$ cat src/rtl/riscv_defines.sv
// Shared RISC-V pipeline types: control word, trap request, MEM1 FSM states and dmem trap causes.
package riscv_defines;

  typedef enum logic [1:0] {
    CFLOW_NONE   = 2'd0,
    CFLOW_BRANCH = 2'd1,
    CFLOW_JUMP   = 2'd2
  } cflow_mode_t;

  typedef enum logic [1:0] {
    ALUOP_ALU = 2'd0,
    ALUOP_MUL = 2'd1,
    ALUOP_DIV = 2'd2
  } aluop_t;

  typedef struct packed {
    logic        regwrite;
    logic        memaccess;
    logic        memwrite;
    logic [2:0]  funct3;
    aluop_t      aluop;
    cflow_mode_t cflow_mode;
  } control_signal_t;

  typedef struct packed {
    logic        valid;
    logic [4:0]  cause;
    logic [31:0] tval;
    logic [31:0] epc;
  } trap_req_t;

  localparam logic [4:0] CAUSE_LOAD_MISALIGNED     = 5'd4;
  localparam logic [4:0] CAUSE_LOAD_ACCESS_FAULT   = 5'd5;
  localparam logic [4:0] CAUSE_STORE_MISALIGNED    = 5'd6;
  localparam logic [4:0] CAUSE_STORE_ACCESS_FAULT  = 5'd7;

  // funct3[1:0] access width encoding
  localparam logic [1:0] MEM_BYTE = 2'd0;
  localparam logic [1:0] MEM_HALF = 2'd1;
  localparam logic [1:0] MEM_WORD = 2'd2;

  typedef enum logic [1:0] {
    MEM1_IDLE = 2'd0,
    MEM1_REQ  = 2'd1,
    MEM1_DONE = 2'd2
  } mem1_state_t;

endpackage

$ cat src/rtl/hazard_interface.sv
// Hazard bus between a pipeline stage (requester) and the central hazard unit (controller).
interface hazard_interface;
  logic       stall_e_req;
  logic       stall_m1_req;
  logic [4:0] rd_m1;
  logic       regwrite_m1;
  logic       memaccess_m1;
  logic       stall_m1;
  logic       flush_m1;

  modport requester (
    output stall_e_req, stall_m1_req, rd_m1, regwrite_m1, memaccess_m1,
    input  stall_m1, flush_m1
  );

  modport controller (
    input  stall_e_req, stall_m1_req, rd_m1, regwrite_m1, memaccess_m1,
    output stall_m1, flush_m1
  );
endinterface

$ cat src/rtl/stage_mem1_align.sv
// mem_align: combinational byte enables, store lane replication and misalignment check.
// Zero latency, no backpressure; shared with MEM2.
module mem_align
  import riscv_defines::*;
(
  input  logic [1:0]  offset,
  input  logic [1:0]  size,
  input  logic [31:0] data,
  output logic [3:0]  be,
  output logic [31:0] lane_data,
  output logic        misaligned
);

  always_comb begin
    be         = 4'b1111;
    lane_data  = data;
    misaligned = 1'b0;
    case (size)
      MEM_BYTE: begin
        be        = 4'b0001 << offset;
        lane_data = {4{data[7:0]}};
      end
      MEM_HALF: begin
        be         = 4'b0011 << offset;
        lane_data  = {2{data[15:0]}};
        misaligned = offset[0];
      end
      default: begin
        be         = 4'b1111;
        misaligned = (offset != 2'd0);
      end
    endcase
  end

endmodule

$ cat src/rtl/stage_mem1.sv
// MEM1 stage: registers EX results, raises dmem traps and issues one dmem request per memory op.
// One-cycle capture latency; holds while dmem is not ready or the hazard unit stalls.
module stage_mem1
  import riscv_defines::*;
#(
  parameter logic [31:0] DMEM_SIZE = 32'h0001_0000
) (
  input  logic            clk,
  input  logic            rst,
  input  control_signal_t control_signal_e,
  input  logic [31:0]     pc_e,
  input  logic [31:0]     pcplus4_e,
  input  logic [4:0]      rd_e,
  input  logic            alu_valid,
  input  logic            mul_valid,
  input  logic            div_valid,
  input  logic [31:0]     aluresult_e,
  input  logic [31:0]     mulresult_e,
  input  logic [31:0]     divresult_e,
  input  logic [31:0]     storedata_e,
  input  logic [31:0]     csr_wdata_e,
  input  trap_req_t       trap_req_e,
  output control_signal_t control_signal_m1,
  output logic [4:0]      rd_m1,
  output logic [31:0]     pcplus4_m1,
  output logic [31:0]     result_m1,
  output logic [31:0]     csr_wdata_m1,
  output logic            dmem_req_valid,
  output logic            dmem_we,
  output logic [31:0]     dmem_addr,
  output logic [31:0]     dmem_wdata,
  output logic [3:0]      dmem_be,
  input  logic            dmem_req_ready,
  output trap_req_t       trap_req_m1,
  hazard_interface.requester hazard_bus
);

  mem1_state_t     state_q, state_d;
  control_signal_t ctrl_q;
  logic [4:0]      rd_q;
  logic [31:0]     pcplus4_q, result_q, addr_q, wdata_q, csr_q;
  logic [3:0]      be_q;
  trap_req_t       trap_q, trap_d;

  logic        ex_ready, mem_wait, hold, advance, capture, new_mem;
  logic [31:0] result_d, lane_data_e;
  logic [3:0]  be_e;
  logic        misaligned_e, fault_e;

  mem_align u_align (
    .offset     (aluresult_e[1:0]),
    .size       (control_signal_e.funct3[1:0]),
    .data       (storedata_e),
    .be         (be_e),
    .lane_data  (lane_data_e),
    .misaligned (misaligned_e)
  );

  assign fault_e = (aluresult_e >= DMEM_SIZE);

  always_comb begin
    case (control_signal_e.aluop)
      ALUOP_MUL: ex_ready = mul_valid;
      ALUOP_DIV: ex_ready = div_valid;
      default:   ex_ready = alu_valid;
    endcase
  end

  assign mem_wait = dmem_req_valid && !dmem_req_ready;
  assign hold     = hazard_bus.stall_m1 || mem_wait;
  assign advance  = !hazard_bus.flush_m1 && !hold;
  assign capture  = advance && ex_ready;
  assign new_mem  = control_signal_e.memaccess && !trap_d.valid;

  // Upstream traps take priority; misalignment outranks access fault.
  always_comb begin
    trap_d = '0;
    if (trap_req_e.valid) begin
      trap_d = trap_req_e;
    end else if (control_signal_e.memaccess && (misaligned_e || fault_e)) begin
      trap_d.valid = 1'b1;
      trap_d.tval  = aluresult_e;
      trap_d.epc   = pc_e;
      if (misaligned_e)
        trap_d.cause = control_signal_e.memwrite ? CAUSE_STORE_MISALIGNED : CAUSE_LOAD_MISALIGNED;
      else
        trap_d.cause = control_signal_e.memwrite ? CAUSE_STORE_ACCESS_FAULT : CAUSE_LOAD_ACCESS_FAULT;
    end
  end

  always_comb begin
    result_d = aluresult_e;
    if (control_signal_e.cflow_mode == CFLOW_JUMP)
      result_d = pcplus4_e;
    else if (control_signal_e.aluop == ALUOP_MUL)
      result_d = mulresult_e;
    else if (control_signal_e.aluop == ALUOP_DIV)
      result_d = divresult_e;
    // load data only exists in MEM2
    if (control_signal_e.memaccess && !control_signal_e.memwrite)
      result_d = '0;
  end

  // An un-ready EX unit leaves a bubble so the previous op is not replayed downstream.
  always_ff @(posedge clk) begin
    if (rst) begin
      ctrl_q    <= '0;
      rd_q      <= '0;
      pcplus4_q <= '0;
      result_q  <= '0;
      addr_q    <= '0;
      be_q      <= '0;
      wdata_q   <= '0;
      csr_q     <= '0;
      trap_q    <= '0;
    end else if (hazard_bus.flush_m1) begin
      ctrl_q <= '0;
      rd_q   <= '0;
      trap_q <= '0;
    end else if (capture) begin
      ctrl_q    <= control_signal_e;
      rd_q      <= rd_e;
      pcplus4_q <= pcplus4_e;
      result_q  <= result_d;
      addr_q    <= aluresult_e;
      be_q      <= be_e;
      wdata_q   <= lane_data_e;
      csr_q     <= csr_wdata_e;
      trap_q    <= trap_d;
    end else if (advance) begin
      ctrl_q <= '0;
      rd_q   <= '0;
      trap_q <= '0;
    end
  end

  always_ff @(posedge clk) begin
    if (rst) state_q <= MEM1_IDLE;
    else     state_q <= state_d;
  end

  always_comb begin
    state_d = state_q;
    if (hazard_bus.flush_m1) begin
      state_d = MEM1_IDLE;
    end else begin
      case (state_q)
        MEM1_IDLE: if (capture && new_mem) state_d = MEM1_REQ;
        MEM1_REQ: begin
          if (dmem_req_valid && dmem_req_ready)
            state_d = (capture && new_mem) ? MEM1_REQ : MEM1_DONE;
        end
        MEM1_DONE: begin
          if (capture && new_mem) state_d = MEM1_REQ;
          else if (advance)       state_d = MEM1_IDLE;
        end
        default: state_d = MEM1_IDLE;
      endcase
    end
  end

  // Reset kills a pending request combinationally so it never appears in the reset cycle.
  always_comb begin
    dmem_req_valid = (state_q == MEM1_REQ) && !trap_q.valid && !rst;
  end

  assign dmem_we    = ctrl_q.memwrite;
  assign dmem_addr  = {addr_q[31:2], 2'b00};
  assign dmem_wdata = wdata_q;
  assign dmem_be    = be_q;

  assign control_signal_m1 = ctrl_q;
  assign rd_m1             = rd_q;
  assign pcplus4_m1        = pcplus4_q;
  assign result_m1         = result_q;
  assign csr_wdata_m1      = csr_q;
  assign trap_req_m1       = trap_q;

  assign hazard_bus.stall_e_req  = !ex_ready;
  assign hazard_bus.stall_m1_req = mem_wait;
  assign hazard_bus.rd_m1        = rd_q;
  assign hazard_bus.regwrite_m1  = ctrl_q.regwrite;
  assign hazard_bus.memaccess_m1 = ctrl_q.memaccess;

endmodule

$ cat src/flat_wrapper.sv
// flat-port wrapper written by rule: the top's interface ports become plain ports
module stage_mem1_flat import riscv_defines::*;
#(
  parameter logic [31:0] DMEM_SIZE = 32'h0001_0000
)
  (clk, rst, control_signal_e, pc_e, pcplus4_e, rd_e, alu_valid, mul_valid, div_valid, aluresult_e, mulresult_e, divresult_e, storedata_e, csr_wdata_e, trap_req_e, control_signal_m1, rd_m1, pcplus4_m1, result_m1, csr_wdata_m1, dmem_req_valid, dmem_we, dmem_addr, dmem_wdata, dmem_be, dmem_req_ready, trap_req_m1, hazard_bus_stall_e_req, hazard_bus_stall_m1_req, hazard_bus_rd_m1, hazard_bus_regwrite_m1, hazard_bus_memaccess_m1, hazard_bus_stall_m1, hazard_bus_flush_m1);
  hazard_interface hazard_bus_i ();
  input  logic clk;
  input  logic rst;
  input  control_signal_t control_signal_e;
  input  logic [31:0] pc_e;
  input  logic [31:0] pcplus4_e;
  input  logic [4:0] rd_e;
  input  logic alu_valid;
  input  logic mul_valid;
  input  logic div_valid;
  input  logic [31:0] aluresult_e;
  input  logic [31:0] mulresult_e;
  input  logic [31:0] divresult_e;
  input  logic [31:0] storedata_e;
  input  logic [31:0] csr_wdata_e;
  input  trap_req_t trap_req_e;
  output control_signal_t control_signal_m1;
  output logic [4:0] rd_m1;
  output logic [31:0] pcplus4_m1;
  output logic [31:0] result_m1;
  output logic [31:0] csr_wdata_m1;
  output logic dmem_req_valid;
  output logic dmem_we;
  output logic [31:0] dmem_addr;
  output logic [31:0] dmem_wdata;
  output logic [3:0] dmem_be;
  input  logic dmem_req_ready;
  output trap_req_t trap_req_m1;
  output wire logic [$bits(hazard_bus_i.stall_e_req)-1:0] hazard_bus_stall_e_req;
  output wire logic [$bits(hazard_bus_i.stall_m1_req)-1:0] hazard_bus_stall_m1_req;
  output wire logic [$bits(hazard_bus_i.rd_m1)-1:0] hazard_bus_rd_m1;
  output wire logic [$bits(hazard_bus_i.regwrite_m1)-1:0] hazard_bus_regwrite_m1;
  output wire logic [$bits(hazard_bus_i.memaccess_m1)-1:0] hazard_bus_memaccess_m1;
  input wire logic [$bits(hazard_bus_i.stall_m1)-1:0] hazard_bus_stall_m1;
  input wire logic [$bits(hazard_bus_i.flush_m1)-1:0] hazard_bus_flush_m1;
  assign hazard_bus_stall_e_req = hazard_bus_i.stall_e_req;
  assign hazard_bus_stall_m1_req = hazard_bus_i.stall_m1_req;
  assign hazard_bus_rd_m1 = hazard_bus_i.rd_m1;
  assign hazard_bus_regwrite_m1 = hazard_bus_i.regwrite_m1;
  assign hazard_bus_memaccess_m1 = hazard_bus_i.memaccess_m1;
  assign hazard_bus_i.stall_m1 = hazard_bus_stall_m1;
  assign hazard_bus_i.flush_m1 = hazard_bus_flush_m1;
  stage_mem1 #(.DMEM_SIZE(DMEM_SIZE)) u_core (.clk(clk), .rst(rst), .control_signal_e(control_signal_e), .pc_e(pc_e), .pcplus4_e(pcplus4_e), .rd_e(rd_e), .alu_valid(alu_valid), .mul_valid(mul_valid), .div_valid(div_valid), .aluresult_e(aluresult_e), .mulresult_e(mulresult_e), .divresult_e(divresult_e), .storedata_e(storedata_e), .csr_wdata_e(csr_wdata_e), .trap_req_e(trap_req_e), .control_signal_m1(control_signal_m1), .rd_m1(rd_m1), .pcplus4_m1(pcplus4_m1), .result_m1(result_m1), .csr_wdata_m1(csr_wdata_m1), .dmem_req_valid(dmem_req_valid), .dmem_we(dmem_we), .dmem_addr(dmem_addr), .dmem_wdata(dmem_wdata), .dmem_be(dmem_be), .dmem_req_ready(dmem_req_ready), .trap_req_m1(trap_req_m1), .hazard_bus(hazard_bus_i));
endmodule
$ cat config.mk
export PLATFORM = sky130hd
export DESIGN_NAME = stage_mem1_flat
export DESIGN_NICKNAME = d
export VERILOG_FILES = /design/src/rtl/riscv_defines.sv /design/src/rtl/hazard_interface.sv /design/src/rtl/stage_mem1_align.sv /design/src/rtl/stage_mem1.sv /design/src/flat_wrapper.sv
export SDC_FILE = /design/constraint.sdc
export NUM_CORES = 1
export LEC_CHECK = 0
export ABC_AREA = 1
export BUFFER_PORTS_ARGS = -buffer_cell sky130_fd_sc_hd__buf_2
export CAP_MARGIN = 15
export CORE_AREA = 2 2 225 227
export CTS_CLUSTER_SIZE = 24
export DETAILED_ROUTE_END_ITERATION = 10
export DIE_AREA = 0 0 227 229
export GPL_TIMING_DRIVEN = 0
export SLEW_MARGIN = 20
export SYNTH_ARGS = -nofsm -noshare
export SYNTH_HDL_FRONTEND = slang
export SYNTH_SLANG_ARGS = --single-unit
$ cat constraint.sdc
create_clock -name clk -period 2.2 [get_ports clk]
set_input_delay 0.44 -clock clk [delete_from_list [all_inputs] [get_ports clk]]
set_output_delay 0.44 -clock clk [all_outputs]
set_load 0.01 [all_outputs]
==> flow_metrics.py <==
metrics = {
    "setup_path": {
        "critical_path.endpoint_type": "output port",
        "setup.worst_path.start_class": "input pin",
        "cell_count_of_the_worst_reg_to_reg_path": 11,
        "critical_path_required_ns": 1.76,
        "timing_worst_setup_path_type": "in -> out",
        "flop2flop_setup_slack_ns": 0.24,
        "crit_arrival_ns": 1.61,
        "r2r-start": "u_core.state_q[0]$_SDFFE_PP0P_",
        "worst_r2r_endpoint": "u_core.csr_wdata_m1[29]$_SDFFE_PP0P_",
        "cp_max_fo": 7,
    },
    "grt": {
        "number_of_antenna_violations_at_the_first_check_in_global_routing": 18,
        "grt_remaining_overflow": 0,
        "grt_first_pass_wirelength_um": 82800,
        "pin_count_of_the_biggest_net_entering_global_routing": 15,
        "grtUsageTotal_pct": 21.7,
        "first_global_vias": 12781,
    },
    "clock_tree": {
        "max-clock-path-buffers": 3,
        "cts.sink_count": 249,
        "clock_root_buffer_master": "sky130_fd_sc_hd__clkbuf_16",
        "tritoncts.num_buffers": 29,
        "insertion_delay_ns": 0.58,
        "path_clk_slew_ns": 0.06,
        "cts_tree": "yes",
        "h_tree_depth": 1,
    },
    "floorplan": {
        "die_w_um": 227,
        "number_of_primary_i_o_pins": 577,
        "initial_core_utilization_pct": 22.1,
        "rows": 82,
        "core_area_um2": 49700,
        "die_height_um": 229,
        "die_area_um2": 52000,
    },
    "routing": {
        "wl_per_cell_um": 20.3,
        "number_of_vias_in_the_routed_layout": 13394,
        "drt_iter0_drc": 734,
        "ant_nets": 0,
        "drcViolationCount": 0,
        "vias_per_cell": 4.61,
        "finalWirelength_um": 59000,
        "drt-pass1-iter-count": 5,
    },
    "logic_synthesis": {
        "synth_seq_area_share_pct": 45.3,
        "netlist-cell-type-count": 26,
        "synthesis.area_um2": 11000,
        "synth.yosys.warnings": 0,
        "ys_ff_latch": 249,
        "synth-adder-area-share_pct": 0.228,
        "synth_cells": 1591,
        "synth_xor_area_share_pct": 0,
        "synth.mux.area_fraction_pct": 0,
        "syn_avg_cell_area_um2": 6.91,
        "synth_top_family_by_area": "simple AND/OR/NAND/NOR gates",
        "synth-compound-area-share_pct": 20.0,
        "post_synth_and_or_nand_nor_area_fraction_pct": 26.3,
    },
    "power": {
        "power_w": 0.0118,
        "irDropWorstVdd_mv": 0.578,
        "power-per-cell-area_nw_per_um2": 748,
        "total_leakage_power_nw": 7.54,
    },
    "status": {
        "run_status": "completed",
    },
    "cells_and_area": {
        "final_cell_area_um2": 15800,
        "area.growth.synth_to_final_pct": 43.3,
        "drive_above_1_share_pct": 31.8,
        "num-nets-final": 2516,
    },
    "min_path": {
        "timing.hold.worst_path_depth": 3,
        "hold_end": "u_core.csr_wdata_m1[20]$_SDFFE_PP0P_",
        "worst_hold_check_path_type": "in -> reg",
        "hold_start": "csr_wdata_e[20]",
    },
    "placement": {
        "globalplace.congestion": 0.925,
        "placed_area_um2": 14700,
        "buffer_ports.inserted": 572,
        "hpwl_um": 46800,
    },
    "timing": {
        "setup_violating_endpoint_count_in_the_final_report": 0,
        "fmax_ghz": 0.487,
        "finalClockSkew_ns": 0.00953,
        "slew_headroom_pct": 46.4,
        "hold_viol": 0,
        "setup_repair_after_global_routing_missed_its_margin": "no",
        "fin_crit_ns": 2.05,
        "worst_pin_slew_ns": 0.804,
        "final_min_period_over_clock_period_pct": 93.2,
        "timing_max_transition_violations_final": 0,
    },
    "run": {
        "maxCapViolations": 0,
    },
}
## through the flow
step	util, %	hold WS, ns	std cells	TNS, ns	setup WS, ns
3_5_place_dp	29.6	0.450	2836	-111.67	-0.594
3_3_place_gp	29.6	0.447	2836	-106.90	-0.765
5_1_grt	31.7	0.0790	2895	0	0.0468
2_1_floorplan	-	0.453	1592	0	0.432
4_1_cts	31.6	0.0683	2890	0	0.00409
6_report	31.7	0.0849	2903	0	0.149
## worst max-delay path, stage by stage
cell and delay, ns:
sky130_fd_sc_hd__buf_2 0.13, sky130_fd_sc_hd__inv_1 0.06, sky130_fd_sc_hd__ha_1 0.17, sky130_fd_sc_hd__buf_2 0.24, sky130_fd_sc_hd__nand2_1 0.10, sky130_fd_sc_hd__nand3_1 0.09
sky130_fd_sc_hd__o21ai_2 0.18, sky130_fd_sc_hd__buf_2 0.21
## flip-flops by register name (all words and copies together) (netlist names)
register                        flops
u_core.trap_req_m1                 70
u_core.csr_wdata_m1                32
u_core.dmem_wdata                  32
u_core.pcplus4_m1                  32
u_core.result_m1                   32
u_core.addr_q                      30
u_core.control_signal_m1            7
u_core.hazard_bus.rd_m1             5
u_core.dmem_be                      4
u_core.state_q                      2
u_core.dmem_we                      1
u_core.hazard_bus.memaccess_m1      1
u_core.hazard_bus.regwrite_m1       1
## power breakdown
group          total, W  internal (W)  switching, W
clock network   0.00508       0.00304       0.00204
registers       0.00481       0.00471     0.0000994
logic           0.00190      0.000675       0.00123
## synthesized netlist by cell type, drive strengths merged
library cell | n | share of area [%]
o21ai | 154 | 7.0
nand2 | 289 | 10
a211oi | 2 | 0.14
a31oi | 32 | 1.8
buf | 82 | 4.4
o211ai | 1 | 0.068
inv | 50 | 1.7
conb | 1 | 0.034
nor2 | 309 | 11
clkbuf | 59 | 2.0
a21oi | 240 | 11
nand3 | 117 | 5.3
dfxtp | 249 | 45
or2 | 2 | 0.11
ha | 2 | 0.23
nand4 | 2 | 0.17
## cell type report
class | count | area [um2]
Fill cell | 5648 | 33900
Multi-Input combinational cell | 1152 | 5120
Sequential cell | 249 | 4980
Timing Repair Buffer | 574 | 2890
Clock buffer | 46 | 870
Tap cell | 672 | 841
Buffer | 141 | 716
Inverter | 50 | 188
Clock inverter | 8 | 119
Antenna cell | 11 | 27.5
## placed cells by master (no fill, tap or decap), types with 8 or more instances in the layout
cell / n
sky130_fd_sc_hd__nand2_1: 287
sky130_fd_sc_hd__diode_2: 11
sky130_fd_sc_hd__inv_1: 47
sky130_fd_sc_hd__a21oi_1: 240
sky130_fd_sc_hd__o21ai_0: 150
sky130_fd_sc_hd__nand3_1: 117
sky130_fd_sc_hd__dfxtp_1: 249
sky130_fd_sc_hd__a31oi_1: 32
sky130_fd_sc_hd__nor2_1: 308
sky130_fd_sc_hd__clkbuf_8: 8
sky130_fd_sc_hd__buf_2: 615
sky130_fd_sc_hd__clkbuf_16: 29
sky130_fd_sc_hd__buf_4: 29
sky130_fd_sc_hd__clkbuf_1: 66
## logic make-up (layout without fill, tap and decap cells)
kind of cell	after synthesis	in the layout
adder cells (fa/ha/maj)	2	2
buffers and inverters	191	819
flip-flops	249	249
other	1	13
AND/OR/NAND/NOR	719	719
AO/OA/AOI/OAI	429	429
## routing by layer
layer  track usage, %  vias up  part of all wire (%)
met5                0        -                  0.13
met4             9.95       12                   4.8
met3             5.95      125                   8.5
met2             35.7      615                    46
met1             26.1     6177                    40
li1                 -     6465                     -
## worst max path at each step
stage | from | to | cells after the start
after floorplan | control_signal_e[3] | u_core.csr_wdata_m1[10]$_SDFFE_PP0P_ | 12
after global placement | rst | u_core.addr_q[28]$_SDFFE_PP0P_ | 6
after detailed placement | control_signal_e[3] | u_core.trap_req_m1[43]$_SDFFE_PP0P_ | 12
after CTS | control_signal_e[3] | u_core.trap_req_m1[43]$_SDFFE_PP0P_ | 12
after global routing | u_core.state_q[0]$_SDFFE_PP0P_ | u_core.pcplus4_m1[11]$_SDFFE_PP0P_ | 11
final | control_signal_e[3] | hazard_bus_stall_e_req | 8
## repair_timing
item | in CTS | in global routing
buffers inserted | 0 | 2
pin swaps | 0 | 1
endpoints found under the setup margin | 1 | 47
hold buffers | 0 | 0
gates cloned | 0 | 0
gates resized for setup | 1 | 4
No activity file was read; power rests on OpenSTA's default activity.
